## config.mk

```make
export PLATFORM = sky130hd
export DESIGN_NAME = mem_port_arbiter_flat
export DESIGN_NICKNAME = d
export VERILOG_FILES = /design/src/rtl/mem_port_arbiter_if.sv /design/src/rtl/mem_port_arbiter.sv /design/src/flat_wrapper.sv
export SDC_FILE = /design/constraint.sdc
export NUM_CORES = 1
export LEC_CHECK = 0
export CAP_MARGIN = 15
export CORE_AREA = 5 5 102 104
export DETAILED_ROUTE_END_ITERATION = 8
export DIE_AREA = 0 0 107 109
export PLACE_DENSITY = 0.74
export SYNTH_ARGS = -nofsm -noshare
export SYNTH_HDL_FRONTEND = slang
export SYNTH_SLANG_ARGS = --single-unit
```

## constraint.sdc

```tcl
create_clock -name clk -period 1.39 [get_ports clk]
set_clock_uncertainty 0.05 [all_clocks]
set_input_delay 0.139 -clock clk [delete_from_list [all_inputs] [get_ports clk]]
set_output_delay 0.139 -clock clk [all_outputs]
set_load 0.02 [all_outputs]
```

## src/rtl/mem_port_arbiter_if.sv

```systemverilog
// Bus bundle between the fetch/load-store requesters, the arbiter and the unified memory.
// The arbiter uses the slave view; requesters and the memory model use the master view.
interface mem_port_arbiter_if #(
    parameter int ADDR_W = 30
);
    logic              if_req_valid;
    logic              if_req_ready;
    logic [ADDR_W-1:0] if_addr;
    logic              if_flush;
    logic              if_rsp_valid;
    logic [31:0]       if_rsp_data;

    logic              ls_req_valid;
    logic              ls_req_ready;
    logic [ADDR_W-1:0] ls_addr;
    logic              ls_we;
    logic [3:0]        ls_wstrb;
    logic [31:0]       ls_wdata;
    logic              ls_rsp_valid;
    logic [31:0]       ls_rsp_data;

    logic              mem_en;
    logic [3:0]        mem_we;
    logic [ADDR_W-1:0] mem_addr;
    logic [31:0]       mem_wdata;
    logic [31:0]       mem_rdata;

    modport slave (
        input  if_req_valid, if_addr, if_flush,
        input  ls_req_valid, ls_addr, ls_we, ls_wstrb, ls_wdata,
        input  mem_rdata,
        output if_req_ready, if_rsp_valid, if_rsp_data,
        output ls_req_ready, ls_rsp_valid, ls_rsp_data,
        output mem_en, mem_we, mem_addr, mem_wdata
    );

    modport master (
        output if_req_valid, if_addr, if_flush,
        output ls_req_valid, ls_addr, ls_we, ls_wstrb, ls_wdata,
        output mem_rdata,
        input  if_req_ready, if_rsp_valid, if_rsp_data,
        input  ls_req_ready, ls_rsp_valid, ls_rsp_data,
        input  mem_en, mem_we, mem_addr, mem_wdata
    );
endinterface

```

## src/rtl/mem_port_arbiter.sv

```systemverilog
// Single-port memory arbiter: load/store has priority, a starvation counter forces fetch
// progress, and read responses return one cycle after issue tagged to their requester.
module mem_port_arbiter #(
    parameter int ADDR_W       = 30,
    parameter int STARVE_LIMIT = 4
) (
    input  logic                clk,
    input  logic                reset_n,
    mem_port_arbiter_if.slave   bus
);
    typedef enum logic [1:0] {
        ST_IDLE    = 2'd0,
        ST_PEND_IF = 2'd1,
        ST_PEND_LS = 2'd2
    } state_t;

    localparam logic [3:0] LIMIT = 4'(STARVE_LIMIT);

    state_t      state_r;
    state_t      state_s;
    logic [3:0]  starve_cnt_r;
    logic [3:0]  starve_cnt_s;
    logic        flush_pending_r;
    logic        flush_pending_s;
    logic        store_r;
    logic        store_s;
    logic        force_if_s;
    logic        ls_grant_s;
    logic        if_grant_s;

    // Issue-cycle grant and memory command, driven straight from the winning request.
    always_comb begin
        force_if_s    = (starve_cnt_r >= LIMIT) && bus.if_req_valid;
        ls_grant_s    = bus.ls_req_valid && !force_if_s;
        if_grant_s    = bus.if_req_valid && !ls_grant_s;
        bus.ls_req_ready = ls_grant_s;
        bus.if_req_ready = if_grant_s;
        bus.mem_en    = 1'b0;
        bus.mem_we    = 4'b0000;
        bus.mem_addr  = '0;
        bus.mem_wdata = 32'h0000_0000;
        if (ls_grant_s) begin
            bus.mem_en    = 1'b1;
            bus.mem_addr  = bus.ls_addr;
            bus.mem_we    = bus.ls_we ? bus.ls_wstrb : 4'b0000;
            bus.mem_wdata = bus.ls_wdata;
        end else if (if_grant_s) begin
            bus.mem_en    = 1'b1;
            bus.mem_addr  = bus.if_addr;
            bus.mem_wdata = bus.ls_wdata;
        end else begin
            bus.mem_en    = 1'b0;
        end
    end

    // Next-state for the response tag, starvation counter, flush and store flags; response outputs.
    always_comb begin
        state_s         = ST_IDLE;
        starve_cnt_s    = starve_cnt_r;
        flush_pending_s = bus.if_flush && if_grant_s;
        store_s         = ls_grant_s && bus.ls_we;
        bus.if_rsp_valid = 1'b0;
        bus.if_rsp_data  = 32'h0000_0000;
        bus.ls_rsp_valid = 1'b0;
        bus.ls_rsp_data  = 32'h0000_0000;

        if (ls_grant_s) begin
            state_s = ST_PEND_LS;
        end else if (if_grant_s) begin
            state_s = ST_PEND_IF;
        end else begin
            state_s = ST_IDLE;
        end

        // Fetch losing to load/store ages the counter; any fetch grant or idle fetch resets it.
        if (if_grant_s || !bus.if_req_valid) begin
            starve_cnt_s = 4'd0;
        end else if (ls_grant_s && starve_cnt_r != 4'd15) begin
            starve_cnt_s = starve_cnt_r + 4'd1;
        end else begin
            starve_cnt_s = starve_cnt_r;
        end

        case (state_r)
            ST_PEND_IF: begin
                bus.if_rsp_valid = !flush_pending_r && !bus.if_flush;
                bus.if_rsp_data  = bus.mem_rdata;
            end
            ST_PEND_LS: begin
                bus.ls_rsp_valid = 1'b1;
                bus.ls_rsp_data  = store_r ? 32'h0000_0000 : bus.mem_rdata;
            end
            default: begin
                bus.if_rsp_valid = 1'b0;
                bus.ls_rsp_valid = 1'b0;
            end
        endcase
    end

    // State registers with synchronous active-low reset; a reset drops any in-flight response.
    always_ff @(posedge clk) begin
        if (!reset_n) begin
            state_r         <= ST_IDLE;
            starve_cnt_r    <= 4'd0;
            flush_pending_r <= 1'b0;
            store_r         <= 1'b0;
        end else begin
            state_r         <= state_s;
            starve_cnt_r    <= starve_cnt_s;
            flush_pending_r <= flush_pending_s;
            store_r         <= store_s;
        end
    end
endmodule

```

## src/flat_wrapper.sv

```systemverilog
// flat-port wrapper written by rule: the top's interface ports become plain ports
module mem_port_arbiter_flat 
#(
    parameter int ADDR_W       = 30,
    parameter int STARVE_LIMIT = 4
)
  (clk, reset_n, bus_if_req_valid, bus_if_addr, bus_if_flush, bus_ls_req_valid, bus_ls_addr, bus_ls_we, bus_ls_wstrb, bus_ls_wdata, bus_mem_rdata, bus_if_req_ready, bus_if_rsp_valid, bus_if_rsp_data, bus_ls_req_ready, bus_ls_rsp_valid, bus_ls_rsp_data, bus_mem_en, bus_mem_we, bus_mem_addr, bus_mem_wdata);
  mem_port_arbiter_if #(.ADDR_W(ADDR_W)) bus_i ();
  input  logic clk;
  input  logic reset_n;
  input wire logic [$bits(bus_i.if_req_valid)-1:0] bus_if_req_valid;
  input wire logic [$bits(bus_i.if_addr)-1:0] bus_if_addr;
  input wire logic [$bits(bus_i.if_flush)-1:0] bus_if_flush;
  input wire logic [$bits(bus_i.ls_req_valid)-1:0] bus_ls_req_valid;
  input wire logic [$bits(bus_i.ls_addr)-1:0] bus_ls_addr;
  input wire logic [$bits(bus_i.ls_we)-1:0] bus_ls_we;
  input wire logic [$bits(bus_i.ls_wstrb)-1:0] bus_ls_wstrb;
  input wire logic [$bits(bus_i.ls_wdata)-1:0] bus_ls_wdata;
  input wire logic [$bits(bus_i.mem_rdata)-1:0] bus_mem_rdata;
  output wire logic [$bits(bus_i.if_req_ready)-1:0] bus_if_req_ready;
  output wire logic [$bits(bus_i.if_rsp_valid)-1:0] bus_if_rsp_valid;
  output wire logic [$bits(bus_i.if_rsp_data)-1:0] bus_if_rsp_data;
  output wire logic [$bits(bus_i.ls_req_ready)-1:0] bus_ls_req_ready;
  output wire logic [$bits(bus_i.ls_rsp_valid)-1:0] bus_ls_rsp_valid;
  output wire logic [$bits(bus_i.ls_rsp_data)-1:0] bus_ls_rsp_data;
  output wire logic [$bits(bus_i.mem_en)-1:0] bus_mem_en;
  output wire logic [$bits(bus_i.mem_we)-1:0] bus_mem_we;
  output wire logic [$bits(bus_i.mem_addr)-1:0] bus_mem_addr;
  output wire logic [$bits(bus_i.mem_wdata)-1:0] bus_mem_wdata;
  assign bus_i.if_req_valid = bus_if_req_valid;
  assign bus_i.if_addr = bus_if_addr;
  assign bus_i.if_flush = bus_if_flush;
  assign bus_i.ls_req_valid = bus_ls_req_valid;
  assign bus_i.ls_addr = bus_ls_addr;
  assign bus_i.ls_we = bus_ls_we;
  assign bus_i.ls_wstrb = bus_ls_wstrb;
  assign bus_i.ls_wdata = bus_ls_wdata;
  assign bus_i.mem_rdata = bus_mem_rdata;
  assign bus_if_req_ready = bus_i.if_req_ready;
  assign bus_if_rsp_valid = bus_i.if_rsp_valid;
  assign bus_if_rsp_data = bus_i.if_rsp_data;
  assign bus_ls_req_ready = bus_i.ls_req_ready;
  assign bus_ls_rsp_valid = bus_i.ls_rsp_valid;
  assign bus_ls_rsp_data = bus_i.ls_rsp_data;
  assign bus_mem_en = bus_i.mem_en;
  assign bus_mem_we = bus_i.mem_we;
  assign bus_mem_addr = bus_i.mem_addr;
  assign bus_mem_wdata = bus_i.mem_wdata;
  mem_port_arbiter #(.ADDR_W(ADDR_W), .STARVE_LIMIT(STARVE_LIMIT)) u_core (.clk(clk), .reset_n(reset_n), .bus(bus_i));
endmodule
```

==> results of run 1 <==
-- through the flow --
step | hold slack, ps | setup slack (ps) | TNS [ps] | instance area (um^2) | utilization, %
after floorplan | 235 | 60.3 | 0 | 1660 | -
after global placement | 358 | -1030 | -75770 | 4500 | 47.6
after detailed placement | 382 | -1110 | -81620 | 4500 | 47.6
after CTS | 391 | -248 | -14520 | 4930 | 52.1
after global routing | 397 | -305 | -20850 | 5500 | 58.2
final | 388 | -244 | -15980 | 5500 | 58.2
-- cell usage in the layout, fill, tap and decap left out, types with 5 or more instances in the layout --
cell type        instances
and2_4                  65
buf_12                   8
buf_4                   21
buf_6                  113
clkdlybuf4s15_1          5
clkdlybuf4s50_1        131
dfxtp_1                  5
dlygate4sd2_1           28
nand2_1                 32
nand3_1                 11
nand3_2                 18
nor2b_1                 32
o21ai_2                 29
-- state kept, by name, summed over array words and instances, names as in the netlist --
| register | flops |
|---|---|
| u_core.store_r | 1 |
| u_core.flush_pending_r | 1 |
| u_core.state_r | 2 |
| u_core.starve_cnt_r | 4 |
-- cell type report --
| class | count | area [um^2] | share of cell area, % |
|---|---|---|---|
| tap | 114 | 143 | 2.59 |
| timing repair buffer | 321 | 3490 | 63.5 |
| clock buffer | 3 | 41.3 | 0.750 |
| antenna | 2 | 5.00 | 0.0909 |
| sequential | 8 | 166 | 3.02 |
| multi-input combinational | 214 | 1630 | 29.6 |
| inverter | 3 | 23.8 | 0.432 |
-- worst max path at each step --
| stage | from | to | slack, ps | depth (start not counted) |
|---|---|---|---|---|
| 2_1_floorplan | u_core.state_r[1] | bus_ls_rsp_data[10] | 60 | 4 |
| 3_3_place_gp | bus_if_req_valid | bus_mem_wdata[20] | -1030 | 4 |
| 3_5_place_dp | bus_if_req_valid | bus_mem_wdata[6] | -1110 | 4 |
| 4_1_cts | u_core.starve_cnt_r[3] | bus_mem_addr[14] | -250 | 6 |
| 5_1_grt | u_core.starve_cnt_r[2] | bus_mem_addr[6] | -300 | 6 |
| 6_report | u_core.starve_cnt_r[2] | bus_mem_addr[2] | -240 | 6 |
-- cell families (layout without fill, tap and decap cells) --
kind of cell / Yosys count / count (layout)
buf+inv: 26 / 327
compound gates: 33 / 33
fa+ha+maj: 1 / 1
flops: 8 / 8
simple gates: 178 / 179
other cells: 1 / 3
-- where the power goes --
part	total [W]	switching, W	internal [W]
logic	0.00180	0.000770	0.00103
clock network	0.000275	0.0000878	0.000187
registers	0.000243	0.00000544	0.000238
total	0.00232	0.000863	0.00145
-- metal layers --
metal	global-route usage (%)	wire, um
met1	16.3	4120
met2	34.0	6600
met3	4.38	919
met4	6.30	365
met5	0	0
-- what timing repair did --
item	4_1_cts	5_1_grt
hold buffers	0	0
buffers inserted	21	5
resized for setup	623	156
pin swaps	17	46
endpoints found under the setup margin	135	107
cloned	6	5
==> impl_metrics.py, run 1 <==
metrics = {
    "die": {
        "fp.dieH_um": 109,
        "initial_core_util_pct": 17.5,
        "fp.dieW_um": 107,
        "ioPinCount": 269,
        "core_area_um2": 9460,
        "dieArea_um2": 11700,
        "rows": 36,
    },
    "critical_path": {
        "r2r_cells": 5,
        "crit_chain": "o21ai_4 -> buf_8 -> buf_12 -> nand3_2 -> o21ai_2 -> buf_6",
        "cp-start-kind": "flop",
        "crit_path_top_delay_cell": "dfxtp_4",
        "worst-endpoint-required_ps": 1200,
        "cp_num_buf_inv": 3,
        "worstSetupPathType": "reg -> out",
        "crit_family": "buffers and inverters",
        "r2r_start": "u_core.starve_cnt_r[2]",
        "r2r_slack_ps": 120,
        "slowest_delay_ps": 340,
        "crit_arrival_ps": 1440,
        "end_kind": "output port",
        "worstPathMaxFanout": 7,
        "r2r_end": "u_core.flush_pending_r",
    },
    "logic_synthesis": {
        "ys_seq_area_share_pct": 9.66,
        "yosysMostFrequentCell": "and2_1",
        "synth_fa_ha_area_share_pct": 0.755,
        "syn_area_um2": 1660,
        "synth.distinct_cells": 28,
        "synth_nets": 382,
        "yosys-top-cells-area": "and2_1, o21ai_2, nor2b_1",
        "async_flop_share_pct": 0,
        "synth-edff-count": 0,
        "ys_ff_latch": 8,
        "synth_top_family_by_area": "simple AND/OR/NAND/NOR gates",
        "synth_top_area_share_pct": 24.5,
        "synth_warnings": 0,
        "syn_avg_cell_area_um2": 6.71,
        "ys.flop_type": "dfxtp_1",
        "synth_compound_area_share_pct": 17.6,
        "syn-instance-count": 247,
        "yosysTopAreaCell": "and2_1",
        "synth-simple-area-share_pct": 60.3,
        "synth_xor_area_share_pct": 0,
        "synthMuxAreaShare_pct": 0,
        "synth_common_cells": "and2_1, nand2_1, nor2b_1, nand3_1, o21ai_2",
    },
    "grt": {
        "antenna_found_initial": 2,
        "grt_usage_pct": 16.9,
        "grt_start_max_net_pins": 33,
        "grt_pass1_vias": 3010,
        "grt.overflow.total": 0,
        "grt_pass1_wl_um": 15400,
    },
    "route": {
        "drc_errors": 0,
        "final_antenna_net_count": 0,
        "vias": 2965,
        "via_per_inst": 4.46,
        "wirelength_um": 12000,
        "dr.pass1.iters": 4,
        "avgRoutedWirePerCell_um": 18.0,
        "drt_iter0_drc": 89,
    },
    "status": {
        "violations": "setup timing",
        "outcome": "finished, violations left",
    },
    "final_layout": {
        "fillerInstances": 797,
        "fin_cells": 665,
        "fin_nets": 686,
        "drive_above_1_share_pct": 52.6,
        "area_growth_pct": 232,
    },
    "sta": {
        "fmax_mhz": 612,
        "hold_viol": 0,
        "post-route-period-util_pct": 118,
        "finalSetupViolCount": 101,
        "period_minus_slack_ps": 1630,
        "setup_slack_ps": -244,
        "rsz0062_at_grt": "yes",
        "slew_viol_final": 0,
    },
    "power": {
        "fin_total_pwr_w": 0.00232,
        "peakVddDrop_uv": 185,
        "p_leak_nw": 2.51,
        "powerDensity_nw_per_um2": 421,
    },
    "clock_tree": {
        "cts_buffers": 3,
        "worstSkewPairLatency_ps": 230,
        "cts_max_level": 1,
        "cts_buffer_depth": 2,
        "path_clk_slew_ps": 40,
        "cts.sinks": 8,
        "cts_root_buffer": "clkbuf_8",
        "cts_tree": "built",
    },
    "placement": {
        "numPortBuffers": 268,
        "place_congestion": 0.759,
        "dp_hpwl_um": 8620,
        "place_inst": 627,
    },
    "hold_path": {
        "min_path_type": "reg -> reg",
        "min_from": "u_core.starve_cnt_r[0]",
        "min_to": "u_core.starve_cnt_r[0]",
        "hold_path_depth": 1,
    },
    "job": {
        "drv_cap": 0,
    },
}
Power figures use the tool's default switching activity.
==> run 2: changes to the inputs <==
--- a/config.mk
+++ b/config.mk
@@ -10,6 +10,8 @@
 export DETAILED_ROUTE_END_ITERATION = 8
 export DIE_AREA = 0 0 107 109
 export PLACE_DENSITY = 0.74
+export RECOVER_POWER = 100
+export SETUP_SLACK_MARGIN = 0.1
 export SYNTH_ARGS = -nofsm -noshare
 export SYNTH_HDL_FRONTEND = slang
 export SYNTH_SLANG_ARGS = --single-unit
==> run 2 against run 1 <==
The flow still finishes with violations (setup timing). Critical path depth unchanged. Non-clock buffer count shrank 10. Core utilization is 2.9 points lower. Hold slack lost 14 ps. Sequential power is essentially flat. Worst setup slack better by 49 ps. Combinational power shrank 3%. Flip-flop and latch count did not move. Power shrank 2.5%. Wire length fell by 6.0%. Largest cell class unchanged.
==> impl_metrics.py, run 2 (synthesis gave the netlist of run 1 again) <==
metrics = {
    "clock_tree": {
        "cts_root_buffer": "clkbuf_8",
        "worstSkewPairLatency_ps": 220,
        "cts.sinks": 8,
        "cts_max_level": 1,
        "cts_buffers": 3,
        "cts_buffer_depth": 2,
        "postCtsHoldBufs": 0,
        "path_clk_slew_ps": 40,
        "cts_tree": "built",
    },
    "route": {
        "vias": 2876,
        "avgRoutedWirePerCell_um": 17.3,
        "via_per_inst": 4.40,
        "dr.pass1.iters": 4,
        "drt_iter0_drc": 45,
        "wirelength_um": 11300,
        "drc_errors": 0,
        "final_antenna_net_count": 0,
    },
    "power": {
        "cell_internal_pwr_w": 0.00142,
        "p_leak_nw": 2.39,
        "p_sw_w": 0.000838,
        "power_switching_share_pct": 37.1,
        "powerDensity_nw_per_um2": 432,
        "peakVddDrop_uv": 267,
        "seq_power_share_pct": 10.9,
        "power.share.clock_pct": 11.9,
        "fin_total_pwr_w": 0.00226,
        "share_comb_of_total_power_pct": 77.2,
    },
    "critical_path": {
        "worst-endpoint-required_ps": 1200,
        "worstPathMaxFanout": 8,
        "r2r_cells": 4,
        "worstSetupPathType": "reg -> out",
        "r2r_slack_ps": 180,
        "r2r_end": "u_core.flush_pending_r",
        "crit_arrival_ps": 1400,
        "end_kind": "output port",
        "cp-start-kind": "flop",
        "r2r_start": "u_core.starve_cnt_r[2]",
    },
    "final_layout": {
        "reg_top3": "u_core.starve_cnt_r x4, u_core.state_r x2",
        "num_antenna_cells": 0,
        "largest_register_ffs": 4,
        "final_common_cell": "clkdlybuf4s50_1",
        "top_register": "u_core.starve_cnt_r",
        "fin_nets": 676,
        "area_growth_pct": 216,
        "final_cell_mix": "clkdlybuf4s50_1, buf_6, and2_4, nand2_1",
        "post-route-util_pct": 55.3,
        "drive_above_1_share_pct": 54.0,
    },
    "die": {
        "ioPinCount": 269,
        "fp.dieW_um": 107,
        "rows": 36,
        "dieArea_um2": 11700,
        "core_area_um2": 9460,
        "initial_core_util_pct": 17.5,
        "fp.dieH_um": 109,
    },
    "sta": {
        "rsz0062_at_grt": "yes",
        "slew_viol_final": 0,
        "finalSetupViolCount": 92,
        "setup_tns_ps": -11370,
        "period_minus_slack_ps": 1580,
        "post-route-period-util_pct": 114,
        "setup_slack_ps": -195,
        "hold_viol": 0,
        "fmax_mhz": 631,
    },
    "job": {
        "drv_cap": 0,
    },
    "placement": {
        "dp_hpwl_um": 8330,
        "numPortBuffers": 268,
        "place_congestion": 0.840,
        "place_ws_ps": -735,
    },
    "grt": {
        "grt.overflow.total": 0,
        "grt_pass1_vias": 2873,
        "grt_start_max_net_pins": 33,
        "grt_usage_pct": 16.5,
        "antenna_found_initial": 0,
        "grt_pass1_wl_um": 15300,
    },
    "hold_path": {
        "min_from": "u_core.starve_cnt_r[0]",
        "hold_path_depth": 1,
        "min_path_type": "reg -> reg",
        "min_to": "u_core.starve_cnt_r[0]",
    },
    "status": {
        "violations": "setup timing",
        "outcome": "finished, violations left",
    },
}
## run 2: cell count changes in the layout (fill, tap and decap cells not counted), moves of 5 or more
cell | before | now
o21ai_2 | 29 | 20
nand3_2 | 18 | 0
nand3_1 | 11 | 30
buf_2 | 0 | 29
o21ai_4 | 1 | 11
and2_1 | 0 | 5
dlygate4sd2_1 | 28 | 0
clkdlybuf4s15_1 | 5 | 0
and2_4 | 65 | 60
## run 2: cell type report
class / count / area, um^2
flip-flops and latches: 8 / 165
clock buffers: 3 / 41.3
multi-input cells: 213 / 1590
well taps: 114 / 143
repair buffers: 311 / 3260
repair inverters: 1 / 11.3
fillers: 862 / 4230
inverters: 3 / 23.8
## run 2: how the worst max path moves through the flow
| stage | from | endpoint | slack (ps) | cells after the start |
|---|---|---|---|---|
| 2_1_floorplan | u_core.state_r[0] | bus_if_rsp_valid | 120 | 2 |
| 3_3_place_gp | bus_if_req_valid | bus_mem_wdata[27] | -720 | 6 |
| 3_5_place_dp | bus_if_req_valid | bus_mem_wdata[27] | -730 | 6 |
| 4_1_cts | u_core.state_r[1] | bus_ls_rsp_data[21] | -210 | 5 |
| 5_1_grt | u_core.starve_cnt_r[2] | bus_mem_addr[28] | -250 | 6 |
| 6_report | u_core.starve_cnt_r[2] | bus_mem_addr[21] | -190 | 6 |
## run 2: repair_timing
| item | CTS | global route |
|---|---|---|
| gates cloned | 4 | 8 |
| resized for setup | 677 | 184 |
| pin swaps | 23 | 60 |
| buffers inserted | 6 | 4 |
| endpoints found under the setup margin | 136 | 134 |
| endpoints found under the hold margin | 0 | 0 |
## run 2: routing by layer
layer | vias up | GRT usage, % | share of wire, %
li1 | 1393 | - | -
met1 | 1314 | 17.4 | 36
met2 | 157 | 32.2 | 55
met3 | 12 | 4.44 | 7.7
met4 | 0 | 4.38 | 1.6
met5 | - | 0 | 0
## run 2: power by group through the flow
| stage | logic (W) | clock network (W) | registers, W |
|---|---|---|---|
| 6_report | 0.00174 | 0.000269 | 0.000245 |
| 4_1_cts | 0.00153 | 0.000272 | 0.000245 |
| 5_1_grt | 0.00184 | 0.000286 | 0.000246 |
| 2_1_floorplan | 0.000620 | 0 | 0.000247 |
| 3_5_place_dp | 0.00150 | 0 | 0.000248 |
| 3_3_place_gp | 0.00148 | 0 | 0.000247 |
## run 2: critical path: stages, from the launching register on
cell	delay (ps)
dfxtp_2	350
o21ai_4	100
nand2_4	160
clkinv_8	110
clkbuf_16	170
o21ai_2	140
buf_6	130
## run 2: stage by stage
stage / cell area, um^2 / hold WS (ps) / std cells
floorplan: 1660 / 235 / 247
global placement: 4550 / 359 / 628
detailed placement: 4550 / 371 / 628
CTS: 4570 / 377 / 641
global route: 5230 / 393 / 653
finish: 5230 / 374 / 653
